## src/rtl/mult_seq_ctrl_pkg.sv

```systemverilog
// Shared types and default sizes for the multi-cycle multiply sequencer.
package mult_seq_ctrl_pkg;

   localparam int MULT_WORD_LEN     = 32;
   localparam int MULT_REG_ADDR_LEN = 5;
   localparam int MULT_CNT_LEN      = 6;

   typedef enum logic [1:0] {
      MULT_IDLE = 2'd0,
      MULT_BUSY = 2'd1,
      MULT_WB   = 2'd2
   } mult_state_e;

endpackage

```

## src/rtl/mult_seq_ctrl_if.sv

```systemverilog
// EX-stage / write-back side bundle of the multiply sequencer.
interface mult_seq_ctrl_if
   import mult_seq_ctrl_pkg::*;
#(
   parameter int WORD_LEN     = MULT_WORD_LEN,
   parameter int REG_ADDR_LEN = MULT_REG_ADDR_LEN
) ();

   logic                    start;
   logic                    flush;
   logic [WORD_LEN-1:0]     op_a;
   logic [WORD_LEN-1:0]     op_b;
   logic [REG_ADDR_LEN-1:0] dest_in;
   logic                    stall;
   logic                    busy;
   logic                    wb_req;
   logic                    wb_grant;
   logic [REG_ADDR_LEN-1:0] wb_dest;
   logic [WORD_LEN-1:0]     wb_value;
   logic [WORD_LEN-1:0]     prod_hi;
   logic [WORD_LEN-1:0]     prod_lo;
   logic                    done;

   modport master (
      output start, flush, op_a, op_b, dest_in, wb_grant,
      input  stall, busy, wb_req, wb_dest, wb_value, prod_hi, prod_lo, done
   );

   modport slave (
      input  start, flush, op_a, op_b, dest_in, wb_grant,
      output stall, busy, wb_req, wb_dest, wb_value, prod_hi, prod_lo, done
   );

endinterface

```

## src/rtl/mult_shift_add_dp.sv

```systemverilog
// Shift-add multiply datapath: one partial product per step, with early
// termination once the remaining multiplier bits are all zero.
module mult_shift_add_dp
   import mult_seq_ctrl_pkg::*;
#(
   parameter int WORD_LEN = MULT_WORD_LEN,
   parameter int CNT_LEN  = MULT_CNT_LEN
) (
   input  logic                  clk,
   input  logic                  rst,
   input  logic                  load_i,
   input  logic                  step_i,
   input  logic [WORD_LEN-1:0]   op_a_i,
   input  logic [WORD_LEN-1:0]   op_b_i,
   output logic                  last_iter_o,
   output logic [2*WORD_LEN-1:0] acc_o
);

   logic [2*WORD_LEN-1:0] acc_q,    acc_d;
   logic [2*WORD_LEN-1:0] mcand_q,  mcand_d;
   logic [WORD_LEN-1:0]   mplier_q, mplier_d;
   logic [CNT_LEN-1:0]    cnt_q,    cnt_d;

   // acc_o already contains the current step's partial product so the
   // controller can capture the final product on the exit step itself.
   assign acc_o       = acc_q + (mplier_q[0] ? mcand_q : '0);
   assign last_iter_o = ((mplier_q >> 1) == '0) || (cnt_q == CNT_LEN'(WORD_LEN-1));

   always_comb begin
      acc_d    = acc_q;
      mcand_d  = mcand_q;
      mplier_d = mplier_q;
      cnt_d    = cnt_q;
      if (load_i) begin
         acc_d    = '0;
         mcand_d  = {{WORD_LEN{1'b0}}, op_a_i};
         mplier_d = op_b_i;
         cnt_d    = '0;
      end else if (step_i) begin
         acc_d    = acc_o;
         mcand_d  = {mcand_q[2*WORD_LEN-2:0], 1'b0};
         mplier_d = {1'b0, mplier_q[WORD_LEN-1:1]};
         cnt_d    = cnt_q + CNT_LEN'(1);
      end
   end

   always_ff @(posedge clk) begin
      if (rst) begin
         acc_q    <= '0;
         mcand_q  <= '0;
         mplier_q <= '0;
         cnt_q    <= '0;
      end else begin
         acc_q    <= acc_d;
         mcand_q  <= mcand_d;
         mplier_q <= mplier_d;
         cnt_q    <= cnt_d;
      end
   end

endmodule

```

## src/rtl/mult_seq_ctrl.sv

```systemverilog
// Multi-cycle multiply sequencer: freezes the pipeline while the shift-add
// datapath runs, then requests the shared write-back port for the low word.
module mult_seq_ctrl
   import mult_seq_ctrl_pkg::*;
#(
   parameter int WORD_LEN     = MULT_WORD_LEN,
   parameter int REG_ADDR_LEN = MULT_REG_ADDR_LEN,
   parameter int CNT_LEN      = MULT_CNT_LEN
) (
   input  logic           clk,
   input  logic           rst,
   mult_seq_ctrl_if.slave bus
);

   mult_state_e             state_q;
   logic [REG_ADDR_LEN-1:0] dest_q;
   logic                    busy_q;
   logic                    wb_req_q;
   logic [REG_ADDR_LEN-1:0] wb_dest_q;
   logic [WORD_LEN-1:0]     wb_value_q;
   logic [WORD_LEN-1:0]     prod_hi_q;
   logic [WORD_LEN-1:0]     prod_lo_q;
   logic                    done_q;

   logic                    accept;
   logic                    last_iter;
   logic [2*WORD_LEN-1:0]   acc;

   assign accept = (state_q == MULT_IDLE) && bus.start && !bus.flush;

   // Combinational so the issuing instruction is frozen in its first EX cycle.
   assign bus.stall    = (state_q != MULT_IDLE) || (bus.start && !bus.flush);
   assign bus.busy     = busy_q;
   assign bus.wb_req   = wb_req_q;
   assign bus.wb_dest  = wb_dest_q;
   assign bus.wb_value = wb_value_q;
   assign bus.prod_hi  = prod_hi_q;
   assign bus.prod_lo  = prod_lo_q;
   assign bus.done     = done_q;

   mult_shift_add_dp #(
      .WORD_LEN (WORD_LEN),
      .CNT_LEN  (CNT_LEN)
   ) u_dp (
      .clk         (clk),
      .rst         (rst),
      .load_i      (accept),
      .step_i      (state_q == MULT_BUSY),
      .op_a_i      (bus.op_a),
      .op_b_i      (bus.op_b),
      .last_iter_o (last_iter),
      .acc_o       (acc)
   );

   always_ff @(posedge clk) begin
      if (rst) begin
         state_q    <= MULT_IDLE;
         dest_q     <= '0;
         busy_q     <= 1'b0;
         wb_req_q   <= 1'b0;
         wb_dest_q  <= '0;
         wb_value_q <= '0;
         prod_hi_q  <= '0;
         prod_lo_q  <= '0;
         done_q     <= 1'b0;
      end else begin
         done_q <= 1'b0;
         case (state_q)
            MULT_IDLE: begin
               if (accept) begin
                  state_q <= MULT_BUSY;
                  busy_q  <= 1'b1;
                  dest_q  <= bus.dest_in;
               end
            end
            MULT_BUSY: begin
               if (bus.flush) begin
                  state_q <= MULT_IDLE;
                  busy_q  <= 1'b0;
               end else if (last_iter) begin
                  prod_hi_q <= acc[2*WORD_LEN-1:WORD_LEN];
                  prod_lo_q <= acc[WORD_LEN-1:0];
                  // r0 is never written, so the multiply commits without the port.
                  if (dest_q == '0) begin
                     state_q <= MULT_IDLE;
                     busy_q  <= 1'b0;
                     done_q  <= 1'b1;
                  end else begin
                     state_q    <= MULT_WB;
                     wb_req_q   <= 1'b1;
                     wb_dest_q  <= dest_q;
                     wb_value_q <= acc[WORD_LEN-1:0];
                  end
               end
            end
            MULT_WB: begin
               if (bus.flush) begin
                  state_q  <= MULT_IDLE;
                  busy_q   <= 1'b0;
                  wb_req_q <= 1'b0;
               end else if (bus.wb_grant) begin
                  state_q  <= MULT_IDLE;
                  busy_q   <= 1'b0;
                  wb_req_q <= 1'b0;
                  done_q   <= 1'b1;
               end
            end
            default: begin
               state_q  <= MULT_IDLE;
               busy_q   <= 1'b0;
               wb_req_q <= 1'b0;
            end
         endcase
      end
   end

endmodule

```

## src/flat_wrapper.sv

```systemverilog
// flat-port wrapper written by rule: the top's interface ports become plain ports
module mult_seq_ctrl_flat import mult_seq_ctrl_pkg::*;
#(
   parameter int WORD_LEN     = MULT_WORD_LEN,
   parameter int REG_ADDR_LEN = MULT_REG_ADDR_LEN,
   parameter int CNT_LEN      = MULT_CNT_LEN
)
  (clk, rst, bus_start, bus_flush, bus_op_a, bus_op_b, bus_dest_in, bus_wb_grant, bus_stall, bus_busy, bus_wb_req, bus_wb_dest, bus_wb_value, bus_prod_hi, bus_prod_lo, bus_done);
  mult_seq_ctrl_if #(.WORD_LEN(WORD_LEN), .REG_ADDR_LEN(REG_ADDR_LEN)) bus_i ();
  input  logic clk;
  input  logic rst;
  input wire logic [$bits(bus_i.start)-1:0] bus_start;
  input wire logic [$bits(bus_i.flush)-1:0] bus_flush;
  input wire logic [$bits(bus_i.op_a)-1:0] bus_op_a;
  input wire logic [$bits(bus_i.op_b)-1:0] bus_op_b;
  input wire logic [$bits(bus_i.dest_in)-1:0] bus_dest_in;
  input wire logic [$bits(bus_i.wb_grant)-1:0] bus_wb_grant;
  output wire logic [$bits(bus_i.stall)-1:0] bus_stall;
  output wire logic [$bits(bus_i.busy)-1:0] bus_busy;
  output wire logic [$bits(bus_i.wb_req)-1:0] bus_wb_req;
  output wire logic [$bits(bus_i.wb_dest)-1:0] bus_wb_dest;
  output wire logic [$bits(bus_i.wb_value)-1:0] bus_wb_value;
  output wire logic [$bits(bus_i.prod_hi)-1:0] bus_prod_hi;
  output wire logic [$bits(bus_i.prod_lo)-1:0] bus_prod_lo;
  output wire logic [$bits(bus_i.done)-1:0] bus_done;
  assign bus_i.start = bus_start;
  assign bus_i.flush = bus_flush;
  assign bus_i.op_a = bus_op_a;
  assign bus_i.op_b = bus_op_b;
  assign bus_i.dest_in = bus_dest_in;
  assign bus_i.wb_grant = bus_wb_grant;
  assign bus_stall = bus_i.stall;
  assign bus_busy = bus_i.busy;
  assign bus_wb_req = bus_i.wb_req;
  assign bus_wb_dest = bus_i.wb_dest;
  assign bus_wb_value = bus_i.wb_value;
  assign bus_prod_hi = bus_i.prod_hi;
  assign bus_prod_lo = bus_i.prod_lo;
  assign bus_done = bus_i.done;
  mult_seq_ctrl #(.WORD_LEN(WORD_LEN), .REG_ADDR_LEN(REG_ADDR_LEN), .CNT_LEN(CNT_LEN)) u_core (.clk(clk), .rst(rst), .bus(bus_i));
endmodule
```

## config.mk

```make
export PLATFORM = sky130hd
export DESIGN_NAME = mult_seq_ctrl_flat
export DESIGN_NICKNAME = d
export VERILOG_FILES = /design/src/rtl/mult_seq_ctrl_pkg.sv /design/src/rtl/mult_seq_ctrl_if.sv /design/src/rtl/mult_shift_add_dp.sv /design/src/rtl/mult_seq_ctrl.sv /design/src/flat_wrapper.sv
export SDC_FILE = /design/constraint.sdc
export NUM_CORES = 1
export LEC_CHECK = 0
export BUFFER_PORTS_ARGS = -buffer_cell sky130_fd_sc_hd__buf_2
export CAP_MARGIN = 20
export CORE_ASPECT_RATIO = 0.7
export CORE_MARGIN = 3
export CORE_UTILIZATION = 25
export CTS_CLUSTER_DIAMETER = 120
export CTS_CLUSTER_SIZE = 12
export DETAILED_ROUTE_END_ITERATION = 8
export SETUP_SLACK_MARGIN = 0.02
export SLEW_MARGIN = 10
export SYNTH_ARGS = -nofsm -noshare
export SYNTH_HDL_FRONTEND = slang
export SYNTH_SLANG_ARGS = --single-unit
```

## constraint.sdc

```tcl
create_clock -name clk -period 3.2 [get_ports clk]
set_input_delay 0 -clock clk [delete_from_list [all_inputs] [get_ports clk]]
set_output_delay 0 -clock clk [all_outputs]
set_load 0.005 [all_outputs]
```

==> results of run 1 <==
==> layer usage <==
metal | wire length [um] | vias up | track usage
li1 | - | 7160 | -
met1 | 26400 | 7025 | 0.239
met2 | 22400 | 374 | 0.250
met3 | 3240 | 64 | 0.0336
met4 | 772 | 6 | 0.0247
met5 | 34 | - | 0
==> worst min-delay path: cells and delay by family <==
kind	cells	cell delay [ps]
buf+inv	2	180
compound gates	2	220
simple gates	1	180
==> repair_timing <==
item / 4_1_cts / 5_1_grt
hold buffers: 105 / 0
hold endpoints to repair: 78 / 0
resized for setup: 105 / 89
buffers inserted: 8 / 11
setup endpoints to repair: 67 / 84
pin swaps: 44 / 41
==> flip-flops by register name, summed over array words and instances (netlist names) <==
signal                cells
u_core.u_dp.acc_q        64
u_core.u_dp.mcand_q      64
u_core.bus.prod_hi       32
u_core.bus.prod_lo       32
u_core.bus.wb_value      32
u_core.u_dp.mplier_q     32
u_core.u_dp.cnt_q         6
u_core.bus.wb_dest        5
u_core.dest_q             5
u_core.state_q            2
u_core.bus.busy           1
u_core.bus.done           1
u_core.bus.wb_req         1
==> worst min path at each step <==
stage / slack [ps] / to / start
4_1_cts: 20 / u_core.state_q[0] / bus_start
2_1_floorplan: 100 / bus_stall / bus_flush
5_1_grt: 80 / u_core.dest_q[3] / bus_start
3_5_place_dp: 260 / u_core.dest_q[0] / bus_dest_in[0]
3_3_place_gp: 250 / u_core.dest_q[4] / bus_dest_in[4]
6_report: 60 / u_core.state_q[0] / bus_start
==> final cells by class <==
type	count	area share
Multi-Input combinational cell	1373	0.471
Clock buffer	28	0.0329
Timing Repair Buffer	483	0.173
Antenna cell	3	0.000364
Sequential cell	277	0.269
Inverter	25	0.00455
Tap cell	787	0.0477
Clock inverter	2	0.00152
==> stage by stage <==
stage	hold slack, ps	utilization	total power, W	area (um2)	cells
3_5_place_dp	259	0.306	0.00489	17700	2820
3_3_place_gp	253	0.306	0.00486	17700	2820
5_1_grt	83.5	0.357	0.00830	20600	2977
2_1_floorplan	104	-	0.00450	14800	1810
4_1_cts	23.1	0.348	0.00799	20100	2963
6_report	59.5	0.357	0.00796	20600	2978
==> cells in the final DEF (no fill, tap or decap), types with 24 or more instances in the layout <==
cell type	count
ha_4	26
nand2_1	209
xnor2_1	25
nand3_1	43
a21oi_1	132
inv_1	24
dfxtp_1	276
nor2_1	210
a211oi_1	77
ha_1	38
a21o_1	44
and2_1	54
buf_2	177
clkbuf_16	27
mux2i_1	142
dlygate4sd3_1	105
nand4_1	44
buf_4	185
o21ai_0	26
==> power breakdown <==
| part | internal, W | total, W | switching, W |
|---|---|---|---|
| registers | 0.00357 | 0.00369 | 0.000111 |
| clock network | 0.00151 | 0.00294 | 0.00144 |
| logic | 0.000601 | 0.00133 | 0.000729 |
==> cell families after synthesis <==
group           after synthesis
flops                       277
xor+xnor                     55
simple gates                685
mux                         144
fa+ha+maj                    68
buf+inv                     160
compound gates              421
==> impl_metrics.csv, run 1 <==
group,metric,value,unit
cts,path_clk_slew,70,ps
critical_path,path_depth,16,
pwr,vdd.ir_drop.worst,0.000461,V
timing,final.setup.worst_slack,-163,ps
timing,tightestPinTransition,907,ps
layout,nNetsFinal,2329,
critical_path,r2r-end,"u_core.u_dp.acc_q[60]",
place,gp_congestion,0.906,
synth,ys_ff_latch,277,
critical_path,cp_top_family,"compound AO/OA/AOI/OAI gates",
synth,synth-async-reset-ratio,0,
synth,synth_common_cells,"dfxtp_1 (277), nand2_1 (215), nor2_1 (215)",
cts,cts_root_buffer,"clkbuf_16",
synth,yosysWarningCount,0,
place,dpl.hpwl,37800,um
layout,multi_input_area,0.00972,mm2
floorplan,fp.dieW,297,um
synth,synth_compound_area_frac,0.182,
synth,dominantRegCellSynth,"dfxtp_1",
place,place_ws,-327,ps
min_path,whs_path_depth,5,
critical_path,critical_path_buf_inv_count,5,
synth,synth_edf_count,0,
timing,period_minus_slack,3360,ps
critical_path,max_stage_delay,410,ps
critical_path,crit_end,"u_core.u_dp.acc_q[60]",
synth,avgSynthCellArea,8.19,um2
critical_path,r2r_slack,-160,ps
timing,drv_slew,0,
synth,synth_fa_ha_area_frac,0.0579,
critical_path,endpoint_kind,"flip-flop",
critical_path,startpoint,"u_core.u_dp.mplier_q[0]",
timing,finalCritPeriodShare,1.05,
timing,rsz0062_at_grt,"true",
global_route,antenna_found_initial,6,
critical_path,slowest_stage,"o211ai_1",
pwr,powerDensity,386,mW/mm2
routing,viasPerCell,4.91,
pwr,power_leakage,8.48,nW
synth,ys_top_cells_by_area,"dfxtp_1 (37%), mux2i_1 (9.6%), ha_1 (5.7%)",
timing,hold_violations,0,
synth,synth_most_common_cell,"dfxtp_1",
synth,synth.distinct_cells,64,
cts,cts_buffers,27,
timing,fmax,0.297,GHz
critical_path,r2r_cells,16,
synth,synth.area.mux_share,0.0974,
global_route,grt_start_max_net_pins,132,
floorplan,die_area,0.0623,mm2
timing,fin_tns_setup,-1040,ps
cts,cts_sinks,277,
synth,synth-seq-area-share,0.374,
layout,synthToLayoutAreaGrowth,39.2,%
floorplan,num_io_pins,179,
critical_path,cp_max_fo,24,
synth,synthSimpleGateAreaFrac,0.215,
cts,h-tree-depth,1,
routing,dr.first_iter.drc_count,1021,
critical_path,path_cells,"buf_6, buf_12, and2_1, ha_1, buf_4, a21oi_2, o21bai_1, a221o_1, a31oi_2, o21ai_1, buf_4, o211ai_1, a211o_1, buf_4, nand4_1, nand3_2",
place,port-buffer-count,178,
routing,drtAntennaViolNets,0,
status,violations,"negative setup slack",
routing,via_count,14600,
cts,cts_buffer_depth,3,
floorplan,num_rows,73,
timing,fin_skew,18.4,ps
synth,synth_top_family_by_area,"simple AND/OR/NAND/NOR gates",
synth,yosysTopAreaCell,"dfxtp_1",
global_route,grt_pass1_vias,14300,
critical_path,cp-start-kind,"flip-flop",
synth,synth_nets,1952,
critical_path,crit_arrival,3880,ps
global_route,grt_first_pass_wirelength,83000,um
synth,synth-xor-area-share,0.0325,
global_route,track_usage,0.163,
critical_path,cpMostUsedCell,"buf_4",
layout,seqCellArea,0.00555,mm2
global_route,overflow,0,
critical_path,r2r_start,"u_core.u_dp.mplier_q[0]",
routing,drt_wl_total,52800,um
timing,setup_viol,20,
critical_path,setup.worst_path.class,"flip-flop to flip-flop",
floorplan,core-area,0.0577,mm2
min_path,hp-class,"input port to flip-flop",
routing,drt-pass1-iter-count,5,
cts,cts_tree,"done",
layout,drive_above_1_share,0.261,
cts,clock_latency,580,ps
critical_path,required,3720,ps
layout,fillers,5925,
synth,syn_area,0.0148,mm2
synth,synth_top_area_share,0.374,
routing,drc,0,
routing,post_drt_wl_per_cell,17.7,um
floorplan,initial_core_util,0.257,
flow_run,cap_violations,0,
floorplan,die_h,210,um
status,status,"finished with violations",
synth,netlist_instances,1810,
timing,slew_headroom,0.395,
Note: power is estimated with default switching activity, not from simulation.
==> run 2, diff against run 1 <==
Settings changed: CELL_PAD_IN_SITES_DETAIL_PLACEMENT set to 0, CELL_PAD_IN_SITES_GLOBAL_PLACEMENT set to 2, PLACE_DENSITY_LB_ADDON set to 0.1.
Clock period 3.2 ns to 3.3 ns, I/O delays scaled along.
==> run 2 against run 1 <==
  * The run still ends with negative setup slack left
  * Final cell count is 1.5% higher
  * Global-route usage is 1.3 points higher
  * Worst hold slack better by 27 ps
  * Worst setup slack better by 130 ps
  * First-iteration DRC count decreased by 24%
  * Combinational power is 4% lower
  * Clock skew is 5.0 ps higher
  * Critical path depth decreased by 3
  * Cell area increased by 1.7%
  * Fmax grew 0.91%
==> impl_metrics.csv, run 2 (synthesized netlist as in run 1, its figures left out) <==
group,metric,value,unit
status,status,"finished with violations",
status,violations,"negative setup slack",
global_route,track_usage,0.176,
flow_run,cap_violations,0,
timing,final.setup.worst_slack,-33.1,ps
routing,drtAntennaViolNets,0,
critical_path,r2r_cells,13,
layout,fin_util,0.364,
global_route,grt_start_max_net_pins,97,
layout,layout_commonest_cell,"dfxtp_1",
place,dpl.hpwl,41700,um
cts,cts_buffers,27,
floorplan,num_rows,73,
critical_path,cp-start-kind,"flip-flop",
critical_path,r2r_slack,-30,ps
routing,viasPerCell,4.73,
cts,clock_latency,590,ps
cts,cts_tree,"done",
timing,fmax,0.300,GHz
layout,drive_above_1_share,0.290,
global_route,grt_pass1_vias,14300,
layout,nNetsFinal,2375,
place,place_ws,-446,ps
routing,drt_wl_total,56400,um
routing,dr.first_iter.drc_count,780,
routing,met2WireLength,22000,um
critical_path,setup.worst_path.class,"flip-flop to flip-flop",
critical_path,endpoint_kind,"flip-flop",
critical_path,crit_arrival,3850,ps
critical_path,cp_max_fo,7,
floorplan,die_area,0.0623,mm2
critical_path,r2r-end,"u_core.u_dp.acc_q[60]",
layout,synthToLayoutAreaGrowth,41.6,%
pwr,powerDensity,368,mW/mm2
place,gp_congestion,0.820,
cts,cts_root_buffer,"clkbuf_16",
routing,wl_met1,30900,um
cts,cts_buffer_depth,3,
floorplan,initial_core_util,0.257,
timing,finalCritPeriodShare,1.01,
floorplan,fp.dieW,297,um
routing,post_drt_wl_per_cell,18.6,um
routing,drt-pass1-iter-count,5,
floorplan,num_io_pins,179,
layout,fillers,6095,
critical_path,startpoint,"u_core.u_dp.mplier_q[0]",
timing,drv_slew,0,
global_route,antenna_found_initial,4,
critical_path,r2r_start,"u_core.u_dp.mplier_q[0]",
routing,via_count,14300,
floorplan,die_h,210,um
timing,rsz0062_at_grt,"true",
timing,period_minus_slack,3330,ps
pwr,vdd.ir_drop.worst,0.000350,V
critical_path,required,3820,ps
floorplan,core-area,0.0577,mm2
global_route,grt_first_pass_wirelength,86800,um
timing,setup_viol,2,
timing,tightestPinTransition,1130,ps
global_route,overflow,0,
timing,fin_skew,23.3,ps
layout,mostFrequentLayoutCells,"dfxtp_1 (276), buf_4 (258), nor2_1 (208), nand2_1 (207), buf_2 (177)",
cts,path_clk_slew,70,ps
routing,drc,0,
pwr,power_leakage,8.68,nW
routing,met3WireLength,2610,um
timing,hold_violations,0,
cts,cts_sinks,277,
critical_path,crit_end,"u_core.u_dp.acc_q[60]",
cts,h-tree-depth,1,
min_path,hp-class,"input port to flip-flop",
layout,top_regs,"u_core.u_dp.acc_q (64), u_core.u_dp.mcand_q (64)",
timing,slew_headroom,0.244,
routing,highest_layer,"met5",
place,port-buffer-count,178,
==> run 2: worst min-delay path by stage <==
| stage | from | endpoint | depth (start not counted) |
|---|---|---|---|
| 6_report | bus_start | u_core.dest_q[0] | 4 |
| 5_1_grt | bus_start | u_core.dest_q[0] | 4 |
| 4_1_cts | bus_start | u_core.state_q[0] | 5 |
| 3_5_place_dp | bus_op_b[31] | u_core.u_dp.mplier_q[31] | 3 |
| 3_3_place_gp | bus_op_b[31] | u_core.u_dp.mplier_q[31] | 3 |
| 2_1_floorplan | bus_flush | bus_stall | 1 |
==> run 2: cell type report <==
| type | count | area, um2 | area share |
|---|---|---|---|
| Antenna cell | 2 | 5.00 | 0.000238 |
| Clock buffer | 28 | 679 | 0.0324 |
| Clock inverter | 2 | 31.3 | 0.00149 |
| Inverter | 25 | 93.8 | 0.00447 |
| Multi-Input combinational cell | 1373 | 9810 | 0.468 |
| Sequential cell | 277 | 5550 | 0.264 |
| Tap cell | 787 | 985 | 0.0469 |
| Timing Repair Buffer | 529 | 3830 | 0.183 |
==> run 2: metrics by stage <==
stage	std cells	instance area (um2)	power (W)	hold WS [ps]	TNS [ps]
detailed placement	2899	18300	0.00483	247	-14210
floorplan	1810	14800	0.00436	104	0
finish	3023	21000	0.00773	86.4	-48.0
CTS	3014	20600	0.00788	39.7	-178
global placement	2899	18300	0.00483	246	-13060
global route	3021	21000	0.00811	87.1	-2160
==> run 2: critical path: stages, from the launching register on <==
cell      delay [ps]
dfxtp_4          410
buf_6            150
and2_4           140
ha_4             270
nand2_4           60
o211a_1          250
o211a_1          270
o211ai_2         260
a31oi_4          160
o21ai_4          240
o211ai_1         220
a211o_1          340
or4_1            410
nand3_1           80
==> run 2: metal layers <==
metal,vias up,track usage
met5,-,0
met4,4,0.0262
li1,7254,-
met1,6770,0.274
met3,46,0.0343
met2,224,0.251
==> run 2: timing repair <==
item | CTS | global route
hold buffers | 75 | 0
endpoints found under the setup margin | 74 | 73
hold endpoints to repair | 80 | 0
pin swaps | 37 | 51
buffers inserted | 10 | 9
gates resized for setup | 134 | 80
==> run 2: power breakdown <==
part	total (W)	switching, W	internal [W]
Sequential	0.00358	0.000115	0.00347
Combinational	0.00128	0.000716	0.000568
Clock	0.00286	0.00141	0.00146
